**src/rtl/wr_commit_pkg.sv**
```systemverilog
// Shared definitions for the write-back/commit stage.
// Exception-info layout, CACHE op codes, FSM states and fetch redirect helper.
package wr_commit_pkg;

  localparam int EX_INFO_W  = 32;
  localparam int EX_VALID   = 0;
  localparam int EXCCODE_LO = 1;
  localparam int EXCCODE_HI = 5;

  localparam logic [4:0] CACHE_NONE        = 5'h00;
  localparam logic [4:0] CACHE_D_IDX_WBINV = 5'h01;
  localparam logic [4:0] CACHE_I_IDX_STTAG = 5'h08;
  localparam logic [4:0] CACHE_D_IDX_STTAG = 5'h09;
  localparam logic [4:0] CACHE_I_HIT_INV   = 5'h10;
  localparam logic [4:0] CACHE_D_HIT_INV   = 5'h11;
  localparam logic [4:0] CACHE_D_HIT_WBINV = 5'h15;

  typedef enum logic [1:0] {
    ST_IDLE  = 2'd0,
    ST_LWAIT = 2'd1,
    ST_CREQ  = 2'd2,
    ST_CDONE = 2'd3
  } wr_state_e;

  // A zero PC means the bundle is corrupt; redirect to the boot vector.
  function automatic logic [31:0] next_fetch(
    input logic [31:0] pc,
    input logic [31:0] fallback
  );
    return (pc == 32'h0) ? fallback : pc + 32'd4;
  endfunction

endpackage

```
**src/rtl/wr_cache_seq.sv**
```systemverilog
// CACHE instruction handshake: request until ack, then one done cycle.
// Request, op and address are registered and held stable while pending.
import wr_commit_pkg::*;

module wr_cache_seq (
  input  logic        clk,
  input  logic        reset,
  input  logic        start,
  input  logic [4:0]  op,
  input  logic [31:0] paddr,
  input  logic        ack,
  output logic        cache_req,
  output logic [4:0]  cache_op_o,
  output logic [31:0] cache_addr,
  output logic        busy,
  output logic        done
);

  wr_state_e state;

  always_ff @(posedge clk) begin
    if (reset) begin
      state      <= ST_IDLE;
      cache_req  <= 1'b0;
      cache_op_o <= 5'h0;
      cache_addr <= 32'h0;
    end else begin
      unique case (state)
        ST_IDLE: begin
          if (start) begin
            state      <= ST_CREQ;
            cache_req  <= 1'b1;
            cache_op_o <= op;
            cache_addr <= paddr;
          end
        end
        ST_CREQ: begin
          if (ack) begin
            state      <= ST_CDONE;
            cache_req  <= 1'b0;
            cache_op_o <= 5'h0;
            cache_addr <= 32'h0;
          end
        end
        ST_CDONE: state <= ST_IDLE;
        default:  state <= ST_IDLE;
      endcase
    end
  end

  assign busy = (state != ST_IDLE);
  assign done = (state == ST_CDONE);

endmodule

```
**src/rtl/wr_commit.sv**
```systemverilog
// Write-back/commit stage: GPR/CP0 commit, exceptions, refetch, CACHE ops.
// Optional DEBUG_TRACE_EN adds the debug_wb_* retirement trace outputs.
import wr_commit_pkg::*;

module wr_commit #(
  parameter logic [31:0] RESET_PC_NEXT = 32'hBFC0_0000
) (
  input  logic                 clk,
  input  logic                 reset,
  input  logic [31:0]          WR_pc,
  input  logic [31:0]          WR_busW_inner,
  input  logic [31:0]          WR_badvaddr,
  input  logic [4:0]           WR_write_reg,
  input  logic [3:0]           WR_reg_write_en,
  input  logic                 WR_cp0_write_en,
  input  logic [7:0]           WR_cp0_write_reg,
  input  logic [EX_INFO_W-1:0] WR_exception_info,
  input  logic                 WR_inst_refetch,
  input  logic                 WR_unhit,
  input  logic [4:0]           WR_cache_op,
  input  logic                 WR_crefetch,
  input  logic [31:0]          WR_cache_paddr,
  input  logic                 dload_data_ok,
  input  logic [31:0]          dload_rdata,
  input  logic                 cache_ack,
  output logic                 WR_wr,
  output logic [3:0]           rf_we,
  output logic [4:0]           rf_waddr,
  output logic [31:0]          rf_wdata,
  output logic                 cp0_we,
  output logic [7:0]           cp0_waddr,
  output logic [31:0]          cp0_wdata,
  output logic                 ex_commit,
  output logic [4:0]           ex_code,
  output logic [31:0]          ex_pc,
  output logic [31:0]          ex_badvaddr,
  output logic                 flush,
  output logic [31:0]          refetch_pc,
  output logic                 cache_req,
  output logic [4:0]           cache_op_o,
  output logic [31:0]          cache_addr
`ifdef DEBUG_TRACE_EN
  ,
  output logic [31:0]          debug_wb_pc,
  output logic [3:0]           debug_wb_rf_wen,
  output logic [4:0]           debug_wb_rf_wnum,
  output logic [31:0]          debug_wb_rf_wdata
`endif
);

  wr_state_e   st;
  wr_state_e   nxt;
  logic        ex_v;
  logic        inst_v;
  logic        seq_start;
  logic        seq_req;
  logic [4:0]  seq_op;
  logic [31:0] seq_addr;
  logic        seq_busy;
  logic        seq_done;
  logic        unused_info;

  assign ex_v   = WR_exception_info[EX_VALID];
  assign inst_v = ex_v | (|WR_reg_write_en) | WR_cp0_write_en
                | (|WR_cache_op) | WR_inst_refetch;
  assign unused_info = ^WR_exception_info[EX_INFO_W-1:EXCCODE_HI+1];

  wr_cache_seq u_seq (
    .clk        (clk),
    .reset      (reset),
    .start      (seq_start),
    .op         (WR_cache_op),
    .paddr      (WR_cache_paddr),
    .ack        (cache_ack),
    .cache_req  (seq_req),
    .cache_op_o (seq_op),
    .cache_addr (seq_addr),
    .busy       (seq_busy),
    .done       (seq_done)
  );

  always_ff @(posedge clk) begin
    if (reset) st <= ST_IDLE;
    else       st <= nxt;
  end

  always_comb begin
    nxt         = st;
    seq_start   = 1'b0;
    WR_wr       = 1'b1;
    rf_we       = 4'h0;
    rf_waddr    = WR_write_reg;
    rf_wdata    = WR_busW_inner;
    cp0_we      = 1'b0;
    cp0_waddr   = WR_cp0_write_reg;
    cp0_wdata   = WR_busW_inner;
    ex_commit   = 1'b0;
    ex_code     = 5'h0;
    ex_pc       = 32'h0;
    ex_badvaddr = 32'h0;
    flush       = 1'b0;
    refetch_pc  = next_fetch(WR_pc, RESET_PC_NEXT);
    cache_req   = seq_req;
    cache_op_o  = seq_op;
    cache_addr  = seq_addr;
    if (reset) begin
      nxt        = ST_IDLE;
      rf_waddr   = 5'h0;
      rf_wdata   = 32'h0;
      cp0_waddr  = 8'h0;
      cp0_wdata  = 32'h0;
      refetch_pc = 32'h0;
      cache_req  = 1'b0;
      cache_op_o = 5'h0;
      cache_addr = 32'h0;
    end else begin
      unique case (1'b1)
        seq_busy: begin
          WR_wr = seq_done;
          flush = seq_done & WR_crefetch;
        end
        (st == ST_LWAIT): begin
          WR_wr = dload_data_ok;
          if (dload_data_ok) begin
            rf_we    = WR_reg_write_en;
            rf_wdata = dload_rdata;
            nxt      = ST_IDLE;
          end
        end
        default: begin
          if (ex_v) begin
            ex_commit   = 1'b1;
            flush       = 1'b1;
            ex_code     = WR_exception_info[EXCCODE_HI:EXCCODE_LO];
            ex_pc       = WR_pc;
            ex_badvaddr = WR_badvaddr;
          end else if (|WR_cache_op) begin
            WR_wr     = 1'b0;
            seq_start = 1'b1;
          end else if (WR_unhit) begin
            WR_wr = 1'b0;
            nxt   = ST_LWAIT;
          end else if (inst_v) begin
            rf_we  = WR_reg_write_en;
            cp0_we = WR_cp0_write_en;
            flush  = WR_inst_refetch;
          end
        end
      endcase
    end
  end

`ifdef DEBUG_TRACE_EN
  always_comb begin
    debug_wb_pc       = 32'h0;
    debug_wb_rf_wen   = 4'h0;
    debug_wb_rf_wnum  = 5'h0;
    debug_wb_rf_wdata = 32'h0;
    if (|rf_we) begin
      debug_wb_pc       = WR_pc;
      debug_wb_rf_wen   = rf_we;
      debug_wb_rf_wnum  = rf_waddr;
      debug_wb_rf_wdata = rf_wdata;
    end
  end
`endif

endmodule

```
**config.mk**
```make
export PLATFORM = sky130hd
export DESIGN_NAME = wr_commit
export DESIGN_NICKNAME = d
export VERILOG_FILES = /design/src/rtl/wr_commit_pkg.sv /design/src/rtl/wr_cache_seq.sv /design/src/rtl/wr_commit.sv
export SDC_FILE = /design/constraint.sdc
export NUM_CORES = 1
export LEC_CHECK = 0
export ABC_CLOCK_PERIOD_IN_PS = 2400
export BUFFER_PORTS_ARGS = -buffer_cell sky130_fd_sc_hd__clkbuf_2
export CORE_AREA = 3 3 172 174
export DETAILED_ROUTE_END_ITERATION = 6
export DIE_AREA = 0 0 175 177
export SYNTH_ARGS = -nofsm -noshare
export SYNTH_HDL_FRONTEND = slang
export SYNTH_SLANG_ARGS = --single-unit
```
**constraint.sdc**
```tcl
create_clock -name clk -period 2.4 [get_ports clk]
set_clock_uncertainty 0.05 [all_clocks]
set_input_delay 0.36 -clock clk [delete_from_list [all_inputs] [get_ports clk]]
set_output_delay 0.36 -clock clk [all_outputs]
set_load 0.02 [all_outputs]
```
**Word-level counts from Yosys, hierarchy flattened**

Cells that the tools add are included.

- Output and inout bits: 224
- Bits in writable memories: 0
- Word-level logic and storage cells: 99
- ROM bits: 0
- Memories: 0
- Input port bits: 222
- Latch bits: 0
- Register bits after elaboration: 42

- Order comparisons: 0
- Divide/modulo/power cells: 0
- Reduce and logical (&&, ||, !) cells: 11
- Shifts and indexed selects: 0
- Bitwise operators: 6
- Add/sub/neg operators: 1
- Mux-type cells: 68
- Multiply operators: 0
- Equality and inequality tests: 8

Operator list:

| operator | count |
|---|---|
| $mux W32 | 15 |
| $pmux W32 S2 | 1 |
| $mux W5 | 7 |
| $add A32 B3 Y32 const B | 1 |
| $logic_not A32 Y1 | 1 |
| $mux W1 | 25 |
| $mux W4 | 6 |
| $mux W2 | 6 |
| $pmux W5 S2 | 1 |
| $mux W8 | 1 |
| $ne A2 B2 Y1 const B | 4 |
| $pmux W2 S2 | 2 |
| $pmux W4 S2 | 1 |
| $pmux W1 S2 | 3 |
| $reduce_bool A2 Y1 | 3 |
| $reduce_and A5 Y1 | 1 |
| $reduce_or A5 Y1 | 1 |
| $eq A2 B2 Y1 const B | 2 |
| $or A1 B1 Y1 | 4 |
| $reduce_or A4 Y1 | 1 |
| $reduce_and A3 Y1 | 1 |
| $eq A2 B1 Y1 const B | 1 |
| $logic_not A2 Y1 | 1 |
| $ne A2 B1 Y1 const B | 1 |
| 4 further kinds | 4 |

**Depth between registers and ports, before layout**

- Depth in word-level cells: 11
- Depth in mapped cells: 7
- Depth with buffers taken out: 6

**Hierarchy**

Synthesis repeated with hierarchy kept, for this count alone.

- Cell total of the unflattened synthesis: 555
- Area, all modules: 3916.3 sq um

By module, submodules not included:

| module | times used | cells each | area an instance (sq um) |
|---|---|---|---|
| wr_commit | 1 | 456 | 2621.3 |
| wr_cache_seq | 1 | 99 | 1295.0 |

**Worst setup path after synthesis**

OpenSTA, ideal clock, no wires.

- Kind: input -> output
- Start: in WR_pc[15]
- End: out refetch_pc[29]
- Stages on the path: 6
- Required time: 1990 ps
- Arrival time: 2120 ps
- Setup slack: -130 ps
- Cells stage by stage: buf_4 -> nand3_2 -> or4_1 -> buf_2 -> or4_1 -> o221ai_1

- Word-level cells in the longest chain between the ends: 3
- Elaborated cells between the ends (all ways): 4
- Those cells by class: add/sub: 1; mux: 2; reduce/logical: 1

RTL lines:

| element | line | RTL |
|---|---|---|
| from (decl) | wr_commit.sv:10 | `input logic [31:0] WR_pc,` |
| $add A32 B3 Y32 or $logic_not A32 Y1 (tied branches) | wr_commit_pkg.sv:30 | `return (pc == 32'h0) ? fallback : pc + 32'd4;` |
| $mux W32 * | wr_commit_pkg.sv:30 |  |
| $mux W32 * | wr_commit.sv:106 | `if (reset) begin` |
| to (decl) | wr_commit.sv:38 | `output logic [31:0] refetch_pc,` |

Every way passes the cells marked *; elsewhere a longest branch is shown, timed or not.

**Final worst setup path**

- Start: in WR_pc[15]
- End: out refetch_pc[28]

The elaborated chain is that of the path after synthesis.

==> impl_metrics.env <==
export IMPL_grt_usage_pct=14.5
export IMPL_final_hold_viol_count=0
export IMPL_synth_seq_cells=41
export IMPL_antenna_left=0
export IMPL_synth_area_mux_share_pct=0.246
export IMPL_netlist_instances=634
export IMPL_post_dp_hpwl_um=19800
export IMPL_synth_compound_area_share_pct=15.6
export IMPL_cp_data_required_time_ns=1.99
export IMPL_synth_async_sr_flop_share_pct=0
export IMPL_yosysSeqAreaShare_pct=20.2
export IMPL_yosysWarningCount=0
export IMPL_cts_clk_slew_worst_paths_ns=0.06
export IMPL_fin_crit_ns=2.51
export IMPL_multiInputGateArea_um2=3440
export IMPL_fin_nets=1320
export IMPL_die_w_um=175
export IMPL_area_delta_synth_final_pct=102
export IMPL_start_util_pct=14.6
export IMPL_register_area_um2=825
export IMPL_cts_root_buf="clkbuf_16"
export IMPL_fmax_mhz=398
export IMPL_synth_xor_area_share_pct=2.37
export IMPL_pin_count=446
export IMPL_antenna_found_initial=8
export IMPL_grt_setup_unrepaired="yes"
export IMPL_wl_per_cell_um=17.5
export IMPL_routed_wl_um=25900
export IMPL_syn_nets=858
export IMPL_cts_buffers=5
export IMPL_period_share_pct=105
export IMPL_cts_tree="built"
export IMPL_place_port_buffers=419
export IMPL_overflow=0
export IMPL_place_congestion=0.924
export IMPL_cp_start_kind="input pin"
export IMPL_final_common_cell="clkbuf_2"
export IMPL_dp_cells=1449
export IMPL_drv_cap=0
export IMPL_htreeDepth=2
export IMPL_worstSetupEndpointType="primary output"
export IMPL_synth_top_family_by_area="simple AND/OR/NAND/NOR gates"
export IMPL_grt_max_degree=70
export IMPL_drc_errors=0
export IMPL_ir_drop_mv=0.222
export IMPL_status="complete, but fails checks"
export IMPL_synthSimpleGateAreaFrac_pct=55.0
export IMPL_synthAdderAreaFrac_pct=0.615
export IMPL_layout_common_cells="345 x clkbuf_2, 114 x nand2_1, 91 x buf_4"
export IMPL_leakage_nw=3.95
export IMPL_grt_pass1_wl_um=34600
export IMPL_setup_viol=10
export IMPL_rows=61
export IMPL_insertion_delay_ns=0.28
export IMPL_core_area_um2=27900
export IMPL_vias=6377
export IMPL_slew_viol_final=0
export IMPL_cts_sinks=41
export IMPL_worst_pin_slew_ns=0.452
export IMPL_fillers=3049
export IMPL_first_iter_violations=395
export IMPL_final_setup_worst_slack_ns=-0.112
export IMPL_violations="setup timing"
export IMPL_syn_area_um2=4070
export IMPL_relSlewSlack_pct=69.8
export IMPL_synth_flop_cell="dfxtp_1"
export IMPL_syn_avg_cell_area_um2=6.42
export IMPL_arrival_ns=2.10
export IMPL_via_per_inst=4.31
export IMPL_hp_class="input pin to register"
export IMPL_synth_edf_count=0
export IMPL_die_area_um2=31000
export IMPL_finalPower_mw=2.90
export IMPL_power_density_nw_per_um2=352
export IMPL_firstDrtPassIters=4
export IMPL_yosys_cell_types_count=42
export IMPL_worstPathMaxFanout=6
export IMPL_setup_worst_path_class="input pin to primary output"
export IMPL_hold_buffers=0
export IMPL_grt_pass1_vias=5994
export IMPL_fp_dieH_um=177
export IMPL_drive_above_1_share_pct=53.8
export IMPL_fin_cells=1478
export IMPL_clk_path_buf_depth=2
[metrics by stage]
stage | setup TNS, ns | hold slack, ns | cell area (um2) | setup WS [ns] | utilization (%)
after floorplan | -0.0850 | 0.411 | 4160 | -0.0330 | -
after global placement | -3.30 | 0.435 | 7130 | -0.275 | 25.5
after detailed placement | -3.80 | 0.441 | 7130 | -0.270 | 25.5
after CTS | -0.760 | 0.212 | 7680 | -0.107 | 27.5
after global routing | -1.61 | 0.226 | 8230 | -0.132 | 29.5
final | -0.515 | 0.217 | 8230 | -0.112 | 29.5
[logic make-up after synthesis]
logic type                 count (synthesis)
adders and majority gates                  2
muxes                                      1
xor gates and xnor gates                  11
and+or+nand+nor                          406
DFF                                       41
buffers and inverters                     62
AOI/OAI and AO/OA                        111
[timing repair]
| item | CTS | global route |
|---|---|---|
| pin swaps | 22 | 25 |
| gates resized for setup | 74 | 163 |
| cloned | 3 | 6 |
| endpoints found under the setup margin | 75 | 105 |
| setup buffers | 4 | 5 |
| hold endpoints to repair | 0 | 0 |
[worst paths after layout]
| kind | startpoint | end | slack (ns) | depth (start not counted) |
|---|---|---|---|---|
| hold / removal | WR_cache_paddr[18] | u_seq.cache_addr[18] | 0.22 | 3 |
| setup reg to reg | u_seq.state[1] | u_seq.cache_addr[5] | 0.57 | 5 |
| setup / recovery | WR_pc[15] | refetch_pc[28] | -0.11 | 7 |
| hold reg to reg | st[0] | st[0] | 0.43 | 2 |
[cells in the mapped netlist, types with 3 or more instances]
| master | n | area (um2) |
|---|---|---|
| or3_1 | 6 | 37.5 |
| and3_1 | 7 | 43.8 |
| nor3b_1 | 5 | 37.5 |
| nor4_1 | 9 | 56.3 |
| inv_1 | 6 | 22.5 |
| o31ai_1 | 10 | 75.1 |
| o21ai_0 | 40 | 200 |
| nand3_1 | 11 | 55.1 |
| clkbuf_1 | 48 | 180 |
| nor2b_1 | 84 | 526 |
| a31oi_1 | 9 | 56.3 |
| a21oi_1 | 39 | 195 |
| o41ai_1 | 4 | 35.0 |
| dfxtp_1 | 41 | 821 |
| nand2b_1 | 40 | 250 |
| nor2_1 | 16 | 60.1 |
| nand4_1 | 13 | 81.3 |
| xor2_1 | 10 | 87.6 |
| buf_2 | 6 | 30.0 |
| nor3_1 | 4 | 20.0 |
| or2_2 | 3 | 18.8 |
| or4_1 | 15 | 113 |
| and4_1 | 4 | 35.0 |
| and2_1 | 71 | 444 |
| nand2_1 | 115 | 432 |
[worst max-delay path: stages]
cell and delay [ns]:
buf_8 0.08, nand3_4 0.07, or4_4 0.57, buf_6 0.16
or4_4 0.52, a31oi_4 0.21, buf_8 0.13
[layer usage]
metal	track usage (%)	wire (um)	vias up
met5	0	48	-
met4	5.55	1080	8
met3	3.56	2210	46
met2	26.6	12700	362
met1	16.0	9900	2897
li1	-	-	3064
[final cells by class]
cell class,instances,area share (%)
Antenna cell,3,0.0912
Clock buffer,6,1.69
Clock inverter,2,0.456
Inverter,6,0.304
Multi-Input combinational cell,532,41.8
Sequential cell,41,10.0
Tap cell,378,5.74
Timing Repair Buffer,510,39.9
[state kept, by name (all words and copies together), names as in the netlist]
name              cells
u_seq.state           2
u_seq.cache_op_o      5
u_seq.cache_req       1
u_seq.cache_addr     32
st                    1
[where the power goes]
group	total, mW	internal (mW)	switching (mW)
registers	0.754	0.739	0.0145
logic	1.34	0.577	0.760
clock network	0.809	0.519	0.289
(Power assumes the default switching activity.)
